### config.mk
export PLATFORM = sky130hd
export DESIGN_NAME = vsif_packet_builder_flat
export DESIGN_NICKNAME = d
export VERILOG_FILES = /design/src/rtl/vsif_packet_builder_if.sv /design/src/rtl/vsif_packet_builder.sv /design/src/flat_wrapper.sv
export SDC_FILE = /design/constraint.sdc
export NUM_CORES = 1
export LEC_CHECK = 0
export BUFFER_PORTS_ARGS = -buffer_cell sky130_fd_sc_hd__buf_2
export CORE_UTILIZATION = 55
export DETAILED_ROUTE_END_ITERATION = 7
export PLACE_DENSITY = 0.75
export RECOVER_POWER = 25
export SYNTH_ARGS = -nofsm -noshare
export SYNTH_HDL_FRONTEND = slang
export SYNTH_SLANG_ARGS = --single-unit
export TNS_END_PERCENT = 30
### constraint.sdc
create_clock -name clk_pixel -period 4.4 [get_ports clk_pixel]
set_input_delay 0.22 -clock clk_pixel [delete_from_list [all_inputs] [get_ports clk_pixel]]
set_output_delay 0.22 -clock clk_pixel [all_outputs]
set_load 0.03 [all_outputs]
### src/rtl/vsif_packet_builder_if.sv
// Bundle of configuration, raw-payload, control and packet outputs for the
// Vendor-Specific InfoFrame builder.
interface vsif_packet_builder_if;
    logic [1:0]        cfg_mode;
    logic              cfg_allm;
    logic              cfg_ll;
    logic              cfg_game;
    logic [7:0]        raw_version;
    logic [4:0]        raw_length;
    logic              raw_wr_en;
    logic [4:0]        raw_wr_addr;
    logic [7:0]        raw_wr_data;
    logic              update;
    logic              frame_start;
    logic              busy;
    logic              committed;
    logic              packet_valid;
    logic [23:0]       header;
    logic [3:0][55:0]  sub;

    modport master (
        output cfg_mode, cfg_allm, cfg_ll, cfg_game,
        output raw_version, raw_length, raw_wr_en, raw_wr_addr, raw_wr_data,
        output update, frame_start,
        input  busy, committed, packet_valid, header, sub
    );

    modport slave (
        input  cfg_mode, cfg_allm, cfg_ll, cfg_game,
        input  raw_version, raw_length, raw_wr_en, raw_wr_addr, raw_wr_data,
        input  update, frame_start,
        output busy, committed, packet_valid, header, sub
    );
endinterface

### src/rtl/vsif_packet_builder.sv
// Vendor-Specific InfoFrame (type 0x81) source: serial byte assembly, PB0
// checksum, staging buffer committed to the active outputs on frame_start.
module vsif_packet_builder #(
    parameter int MAX_LENGTH = 27,
    parameter bit AUTO_BUILD = 1'b1,
    parameter bit RAW_ENABLE = 1'b1
) (
    input  logic                 clk_pixel,
    input  logic                 reset_n,
    vsif_packet_builder_if.slave bus
);

    typedef enum logic [1:0] {
        ST_IDLE  = 2'd0,
        ST_BUILD = 2'd1,
        ST_CSUM  = 2'd2,
        ST_READY = 2'd3
    } state_t;

    localparam logic [4:0] MAX_LEN5 = 5'(MAX_LENGTH);
    localparam logic [4:0] LAST_K   = 5'd27;

    state_t            state_r;
    state_t            state_next_s;
    logic              upd_s;
    logic              commit_s;
    logic              auto_pend_r;
    logic [1:0]        mode_in_s;
    logic [4:0]        len_in_s;
    logic [23:0]       hdr_in_s;
    logic [7:0]        raw_sel_s;
    logic [7:0]        byte_s;
    logic              raw_wr_ok_s;

    logic [1:0]        mode_r;
    logic              allm_r;
    logic              ll_r;
    logic              game_r;
    logic [4:0]        len_r;
    logic [4:0]        k_r;
    logic [7:0]        acc_r;
    logic [23:0]       stg_hdr_r;
    logic [27:0][7:0]  stg_pb_r;
    logic [27:1][7:0]  raw_buf_r;
    logic [23:0]       header_r;
    logic [3:0][55:0]  sub_r;
    logic              valid_r;
    logic              committed_r;
    logic              busy_r;

    function automatic logic [23:0] hdr_bytes(input logic [1:0] mode,
                                              input logic [7:0] version,
                                              input logic [4:0] len);
        logic [23:0] h;
        case (mode)
            2'd1:    h = {8'h1B, 8'h01, 8'h81};
            2'd2:    h = {3'b000, len, version, 8'h81};
            default: h = {8'h05, 8'h01, 8'h81};
        endcase
        return h;
    endfunction

    function automatic logic [7:0] hdr_sum(input logic [23:0] h);
        return h[7:0] + h[15:8] + h[23:16];
    endfunction

    function automatic logic [7:0] pb_byte(input logic [1:0] mode,
                                           input logic       allm,
                                           input logic       ll,
                                           input logic       game,
                                           input logic [4:0] k,
                                           input logic [4:0] len,
                                           input logic [7:0] raw);
        logic [7:0] b;
        b = 8'h00;
        case (mode)
            2'd1: begin
                case (k)
                    5'd1:    b = 8'h46;
                    5'd2:    b = 8'hD0;
                    5'd4:    b = {6'b000000, 1'b1, ll};
                    5'd5:    b = game ? 8'h20 : 8'h00;
                    default: b = 8'h00;
                endcase
            end
            2'd2: begin
                if (k <= len) b = raw;
                else          b = 8'h00;
            end
            default: begin
                case (k)
                    5'd1:    b = 8'hD8;
                    5'd2:    b = 8'h5D;
                    5'd3:    b = 8'hC4;
                    5'd4:    b = 8'h01;
                    5'd5:    b = {6'b000000, allm, 1'b0};
                    default: b = 8'h00;
                endcase
            end
        endcase
        if (k > MAX_LEN5) b = 8'h00;
        else              b = b;
        return b;
    endfunction

    assign upd_s = bus.update | auto_pend_r;

    // Live-input decode used only on the snapshot edge
    always_comb begin
        mode_in_s = 2'd0;
        case (bus.cfg_mode)
            2'd1:    mode_in_s = 2'd1;
            2'd2:    mode_in_s = RAW_ENABLE ? 2'd2 : 2'd0;
            default: mode_in_s = 2'd0;
        endcase
        if (bus.raw_length > MAX_LEN5) len_in_s = MAX_LEN5;
        else                           len_in_s = bus.raw_length;
        hdr_in_s = hdr_bytes(mode_in_s, bus.raw_version, len_in_s);
    end

    // Payload byte for the current build index
    always_comb begin
        raw_sel_s = 8'h00;
        if ((k_r != 5'd0) && (k_r <= LAST_K)) raw_sel_s = raw_buf_r[k_r];
        else                                  raw_sel_s = 8'h00;
        byte_s = pb_byte(mode_r, allm_r, ll_r, game_r, k_r, len_r, raw_sel_s);
    end

    // Next-state logic; a new update always restarts the build
    always_comb begin
        state_next_s = state_r;
        commit_s     = 1'b0;
        if (upd_s) begin
            state_next_s = ST_BUILD;
        end else begin
            case (state_r)
                ST_BUILD: begin
                    if (k_r == LAST_K) state_next_s = ST_CSUM;
                    else               state_next_s = ST_BUILD;
                end
                ST_CSUM:  state_next_s = ST_READY;
                ST_READY: begin
                    if (bus.frame_start) begin
                        state_next_s = ST_IDLE;
                        commit_s     = 1'b1;
                    end else begin
                        state_next_s = ST_READY;
                    end
                end
                ST_IDLE:  state_next_s = ST_IDLE;
                default:  state_next_s = ST_IDLE;
            endcase
        end
    end

    // State register
    always_ff @(posedge clk_pixel or negedge reset_n) begin
        if (!reset_n) state_r <= ST_IDLE;
        else          state_r <= state_next_s;
    end

    // Snapshot, serial staging build and checksum accumulation
    always_ff @(posedge clk_pixel or negedge reset_n) begin
        if (!reset_n) begin
            auto_pend_r <= AUTO_BUILD;
            mode_r      <= 2'd0;
            allm_r      <= 1'b0;
            ll_r        <= 1'b0;
            game_r      <= 1'b0;
            len_r       <= 5'd0;
            k_r         <= 5'd0;
            acc_r       <= 8'h00;
            stg_hdr_r   <= 24'h000000;
            stg_pb_r    <= '0;
        end else begin
            auto_pend_r <= 1'b0;
            if (upd_s) begin
                mode_r    <= mode_in_s;
                allm_r    <= bus.cfg_allm;
                ll_r      <= bus.cfg_ll;
                game_r    <= bus.cfg_game;
                len_r     <= len_in_s;
                k_r       <= 5'd1;
                acc_r     <= hdr_sum(hdr_in_s);
                stg_hdr_r <= hdr_in_s;
            end else if (state_r == ST_BUILD) begin
                stg_pb_r[k_r] <= byte_s;
                acc_r         <= acc_r + byte_s;
                k_r           <= k_r + 5'd1;
            end else if (state_r == ST_CSUM) begin
                stg_pb_r[0] <= 8'h00 - acc_r;
            end else begin
                k_r <= k_r;
            end
        end
    end

    assign raw_wr_ok_s = RAW_ENABLE && bus.raw_wr_en && !busy_r &&
                         (bus.raw_wr_addr >= 5'd1) && (bus.raw_wr_addr <= LAST_K);

    // Raw payload buffer; frozen while a build is in flight
    always_ff @(posedge clk_pixel or negedge reset_n) begin
        if (!reset_n) begin
            raw_buf_r <= '0;
        end else if (raw_wr_ok_s) begin
            raw_buf_r[bus.raw_wr_addr] <= bus.raw_wr_data;
        end else begin
            raw_buf_r <= raw_buf_r;
        end
    end

    // Active outputs change only at the commit edge
    always_ff @(posedge clk_pixel or negedge reset_n) begin
        if (!reset_n) begin
            header_r    <= 24'h000000;
            sub_r       <= '0;
            valid_r     <= 1'b0;
            committed_r <= 1'b0;
            busy_r      <= 1'b0;
        end else begin
            committed_r <= commit_s;
            busy_r      <= (state_next_s != ST_IDLE);
            if (commit_s) begin
                header_r <= stg_hdr_r;
                sub_r    <= stg_pb_r;
                valid_r  <= 1'b1;
            end else begin
                header_r <= header_r;
            end
        end
    end

    assign bus.header       = header_r;
    assign bus.sub          = sub_r;
    assign bus.packet_valid = valid_r;
    assign bus.committed    = committed_r;
    assign bus.busy         = busy_r;

endmodule

### src/flat_wrapper.sv
// flat-port wrapper written by rule: the top's interface ports become plain ports
module vsif_packet_builder_flat 
#(
    parameter int MAX_LENGTH = 27,
    parameter bit AUTO_BUILD = 1'b1,
    parameter bit RAW_ENABLE = 1'b1
)
  (clk_pixel, reset_n, bus_cfg_mode, bus_cfg_allm, bus_cfg_ll, bus_cfg_game, bus_raw_version, bus_raw_length, bus_raw_wr_en, bus_raw_wr_addr, bus_raw_wr_data, bus_update, bus_frame_start, bus_busy, bus_committed, bus_packet_valid, bus_header, bus_sub);
  vsif_packet_builder_if bus_i ();
  input  logic clk_pixel;
  input  logic reset_n;
  input wire logic [$bits(bus_i.cfg_mode)-1:0] bus_cfg_mode;
  input wire logic [$bits(bus_i.cfg_allm)-1:0] bus_cfg_allm;
  input wire logic [$bits(bus_i.cfg_ll)-1:0] bus_cfg_ll;
  input wire logic [$bits(bus_i.cfg_game)-1:0] bus_cfg_game;
  input wire logic [$bits(bus_i.raw_version)-1:0] bus_raw_version;
  input wire logic [$bits(bus_i.raw_length)-1:0] bus_raw_length;
  input wire logic [$bits(bus_i.raw_wr_en)-1:0] bus_raw_wr_en;
  input wire logic [$bits(bus_i.raw_wr_addr)-1:0] bus_raw_wr_addr;
  input wire logic [$bits(bus_i.raw_wr_data)-1:0] bus_raw_wr_data;
  input wire logic [$bits(bus_i.update)-1:0] bus_update;
  input wire logic [$bits(bus_i.frame_start)-1:0] bus_frame_start;
  output wire logic [$bits(bus_i.busy)-1:0] bus_busy;
  output wire logic [$bits(bus_i.committed)-1:0] bus_committed;
  output wire logic [$bits(bus_i.packet_valid)-1:0] bus_packet_valid;
  output wire logic [$bits(bus_i.header)-1:0] bus_header;
  output wire logic [$bits(bus_i.sub)-1:0] bus_sub;
  assign bus_i.cfg_mode = bus_cfg_mode;
  assign bus_i.cfg_allm = bus_cfg_allm;
  assign bus_i.cfg_ll = bus_cfg_ll;
  assign bus_i.cfg_game = bus_cfg_game;
  assign bus_i.raw_version = bus_raw_version;
  assign bus_i.raw_length = bus_raw_length;
  assign bus_i.raw_wr_en = bus_raw_wr_en;
  assign bus_i.raw_wr_addr = bus_raw_wr_addr;
  assign bus_i.raw_wr_data = bus_raw_wr_data;
  assign bus_i.update = bus_update;
  assign bus_i.frame_start = bus_frame_start;
  assign bus_busy = bus_i.busy;
  assign bus_committed = bus_i.committed;
  assign bus_packet_valid = bus_i.packet_valid;
  assign bus_header = bus_i.header;
  assign bus_sub = bus_i.sub;
  vsif_packet_builder #(.MAX_LENGTH(MAX_LENGTH), .AUTO_BUILD(AUTO_BUILD), .RAW_ENABLE(RAW_ENABLE)) u_core (.clk_pixel(clk_pixel), .reset_n(reset_n), .bus(bus_i));
endmodule
==> metrics list <==
- Status: finished, violations left
- Violated checks: capacitance limit, slew limit
- Max-slew headroom: -0.9572
- For this run, design rule violations remaining after detail routing come to 0.
* Number of CTS-inserted buffers: 74
- In the synthesized netlist the dominant register cell turns out to be dfrtp_1.
* GRT Util Overall: 0.2676
- Total Routed Length: 73220 microns
- Clock latency on the worst-skew pair, taken at its later pin, is 620 ps.
- Arrival @ worst endpoint: 4400 ps
- Wire length of the first global-routing pass: 115700 microns
- Power spread over the standard cell area amounts to 409.0 nW/um^2.
- Clock sink count: 721
* Peak supply drop: 0.0003294 V
* Share of the yosys chip area belonging to registers: 0.5995
- Layout-stage area growth over the synthesis result: 14.49%
- Data on the critical path is required at its endpoint by 4840 ps.
- Once placement completed, the tool counted placed cells totaling 3113.
* Iter 0 DRT Violations: 1507
* Post-detailed-placement half-perimeter wirelength: 47000 microns
* Filler Cell Count: 3972
* Number of antenna violations at the first check in global routing: 2
- Derived from the worst setup path, the maximum achievable clock frequency is 252.7 MHz.
- On the worst path, the slowest cell contributes a delay of 540 ps.
* Starting density of the core: 0.5582
* Leakage power: 0.01701 uW
* Library cell with the largest summed area after synthesis: dfrtp_1
- Routability-driven placement congestion ratio: 0.9122
- Crit start category: register
- Total of warnings raised by yosys: 0
- Final TNS setup: 0 ps
* Number of cell rows: 85
- The detailed router placed 19160 vias in this run.
- The most numerous cell type found on the critical path is nor2b_1.
* Max-cap violations: 1
* First drt pass iteration count: 5
- Setup violations remaining at the end of the flow were counted as 0.
- Dividing the final minimum period by the clock period gives 0.8994.
- Proportion of register bits with asynchronous set or reset after synthesis: 1.000
- In this run, synthesis inferred 0 flip-flops with an integrated enable.
- By area the synthesized netlist is led by dfrtp_1 (60%), mux2_2 (20%), mux4_2 (3.6%), nand2_1 (3.3%), o21ai_0 (2.3%).
- STA classifies the critical path endpoint as a register.
- The tightest min-delay check is of the input pin to register type.
- WHS: 39.03 ps
- Averaged over all synthesized cells, the footprint is 13.45 sq um.
- Fin cells: 3260
- Clock skew on the completed layout was measured at 22.28 ps.
- Measured on the finished design, the core utilization comes to 0.6391.
- Total Power: 14100 uW
- After synthesis, the netlist uses 62 different library cells.
- Of the post-synthesis cell area, the dominant cell type holds 0.5986.
* Routed vias/inst: 5.878
- Entering global routing, the biggest net connects 118 pins.
- Global routing finished with a remaining overflow of 0.
- Number of global-route vias before repair: 19630
- Register clock-pin slew on the reported worst setup and hold paths: 60 ps
- Number of buffers on the longest clock path: 3
* H-tree levels: 3
* Max Transition Viols Final: 111
* Core Footprint: 53920 sq um
* Summed instance area of the synthesized netlist: 30100 sq um
* TritonCTS clock tree: yes
- The hold violation total from the final report came to 0.
- The setup check on the worst reg-to-reg path leaves a slack of 440 ps.
- In the final layout, the share of cells above drive strength 1 is 0.3319.
* Port Buf Inserts: 277
- Cell breakdown of the critical path: buf_12 -> nor2b_1 -> o2bb2ai_1 -> mux4_2 -> o21ai_1 -> o21a_1 -> a21oi_4 -> ha_1 -> inv_1 -> fa_1 -> nor2b_1 -> o21ai_0 -> nand2b_1 -> a21o_1 -> a21oi_1 -> xnor2_1 -> mux2i_1 -> o22ai_1
- Die height: 235.9 microns
- Area of the die: 55670 sq um
* Clock root buffer: clkbuf_16
- Top-level I/O count: 287
- Shortest period the worst path allows: 3958 ps
- Of all nets on the critical path, the largest fanout is 32.
- Master of the slowest instance on the critical path: dfrtp_4
- Measured slew at the worst slew-check pin: 2936 ps
* Number of synthesized register bits: 721
- In the final design database the tool counted 2580 nets.
- Chip width: 235.9 microns
* Remaining antenna violation count after routing: 0
* Avg WL per Cell: 22.46 microns
- The worst setup path is of the register to register kind.
- Antenna cell count: 0
* Setup repair after global routing missed its margin: false
- The cell count after synthesis came out at 2238.
## where the power goes
group	internal (uW)	switching (uW)	leakage, uW	total (uW)
Combinational	332	720	0.00589	1050
Clock	3570	2560	0.00117	6130
Sequential	6790	127	0.00994	6910
## cell families (layout without fill, tap and decap cells)
| logic type | count (synthesis) | after routing | share of synthesized area |
|---|---|---|---|
| flip-flops | 721 | 721 | 0.5995 |
| multiplexers | 593 | 593 | 0.2388 |
| AND/OR/NAND/NOR | 414 | 414 | 0.05865 |
| AO/OA/AOI/OAI | 279 | 279 | 0.05653 |
| buffers and inverters | 181 | 498 | 0.02764 |
| adder cells (fa/ha/maj) | 32 | 32 | 0.01380 |
| XOR/XNOR | 17 | 17 | 0.004946 |
| other | 1 | 10 | 0.0001246 |
## synth_stat cells, types with 4 or more instances
cell and number:
ha_1 30, buf_6 9, o21ai_0 137, a221oi_1 5
a21oi_1 29, mux2_2 522, mux2i_1 23, nand2_1 268
or2_2 4, dfrtp_1 720, xor2_1 6, o21ai_1 6
nor2_1 56, nand3_1 17, clkbuf_1 120, and2_1 7
a21boi_0 4, buf_4 13, buf_2 11, a211oi_1 5
mux4_2 48, xnor2_1 11, nor2b_1 14, and3_1 5
inv_1 24, or3_1 4, o211ai_1 6, o31ai_1 58
nand2b_1 12, nor3_1 11
## registers in the layout, indices dropped and copies added, names as in the netlist, 5 cells and up
name               count
u_core.bus.sub       224
u_core.stg_pb_r      224
u_core.raw_buf_r     216
u_core.bus.header     14
u_core.stg_hdr_r      14
u_core.acc_r           8
u_core.k_r             5
u_core.len_r           5
## cell type report
class	count	area [sq um]	area share
Sequential cell	721	18050	0.5237
Multi-Input combinational cell	1345	11300	0.3278
Clock buffer	109	2186	0.06343
Timing Repair Buffer	344	1763	0.05115
Tap cell	696	870.8	0.02527
Clock inverter	19	201.4	0.005845
Inverter	26	97.59	0.002832
## stage by stage
stage	setup slack, ps	cell area [sq um]
2_1_floorplan	428.1	30130
3_3_place_gp	368.2	32160
3_5_place_dp	320.6	32160
4_1_cts	267.2	34670
5_1_grt	127.8	34460
6_report	442.5	34460
## path summary, 6_finish.rpt
check / cells after the start / to / start
max: 18 / u_core.acc_r[6] / u_core.k_r[0]
min: 4 / u_core.mode_r[1] / bus_cfg_mode[1]
max reg2reg: 18 / u_core.acc_r[6] / u_core.k_r[0]
min reg2reg: 2 / u_core.stg_pb_r[187] / u_core.stg_pb_r[187]
max in group asynchronous: 3 / u_core.bus.sub[4] / reset_n
min in group asynchronous: 2 / u_core.bus.sub[90] / reset_n
## layer usage
layer	GRT usage	wire (microns)	up-vias
met3	0.04166	3961	116
met1	0.3847	32460	10020
met5	0	0	-
met2	0.4230	34900	596
li1	-	-	8429
met4	0.08081	1900	0
## what timing repair did
item	in CTS	in global routing
buffers inserted	0	6
hold buffers	13	0
endpoints found under the setup margin	0	3
gates resized for setup	0	1
endpoints found under the hold margin	115	0
## critical path, delay by kind of cell (launching register included)
| family | cells | cell delay [ps] |
|---|---|---|
| AOI/OAI and AO/OA | 8 | 1000 |
| xor gates and xnor gates | 1 | 120 |
| adders and majority gates | 2 | 590 |
| buffers and inverters | 2 | 360 |
| DFF | 1 | 540 |
| muxes | 2 | 380 |
| and+or+nand+nor | 3 | 800 |
## layout by cell type (no fill, tap or decap), types with 6 or more instances in the layout
cell / count
dfrtp_1: 718
mux2_2: 522
nand2_1: 268
clkbuf_1: 196
o21ai_0: 136
buf_2: 100
clkbuf_16: 76
o31ai_1: 58
nor2_1: 54
mux4_2: 48
buf_4: 43
ha_1: 30
a21oi_1: 28
inv_1: 24
mux2i_1: 23
nand3_1: 17
clkbuf_8: 16
nor2b_1: 13
dlygate4sd3_1: 13
nand2b_1: 12
nor3_1: 11
xnor2_1: 11
conb_1: 10
clkinv_2: 10
and2_1: 7
o211ai_1: 6
o21ai_1: 6
xor2_1: 6
buf_12: 6
Note: power is estimated with default switching activity, not from simulation.
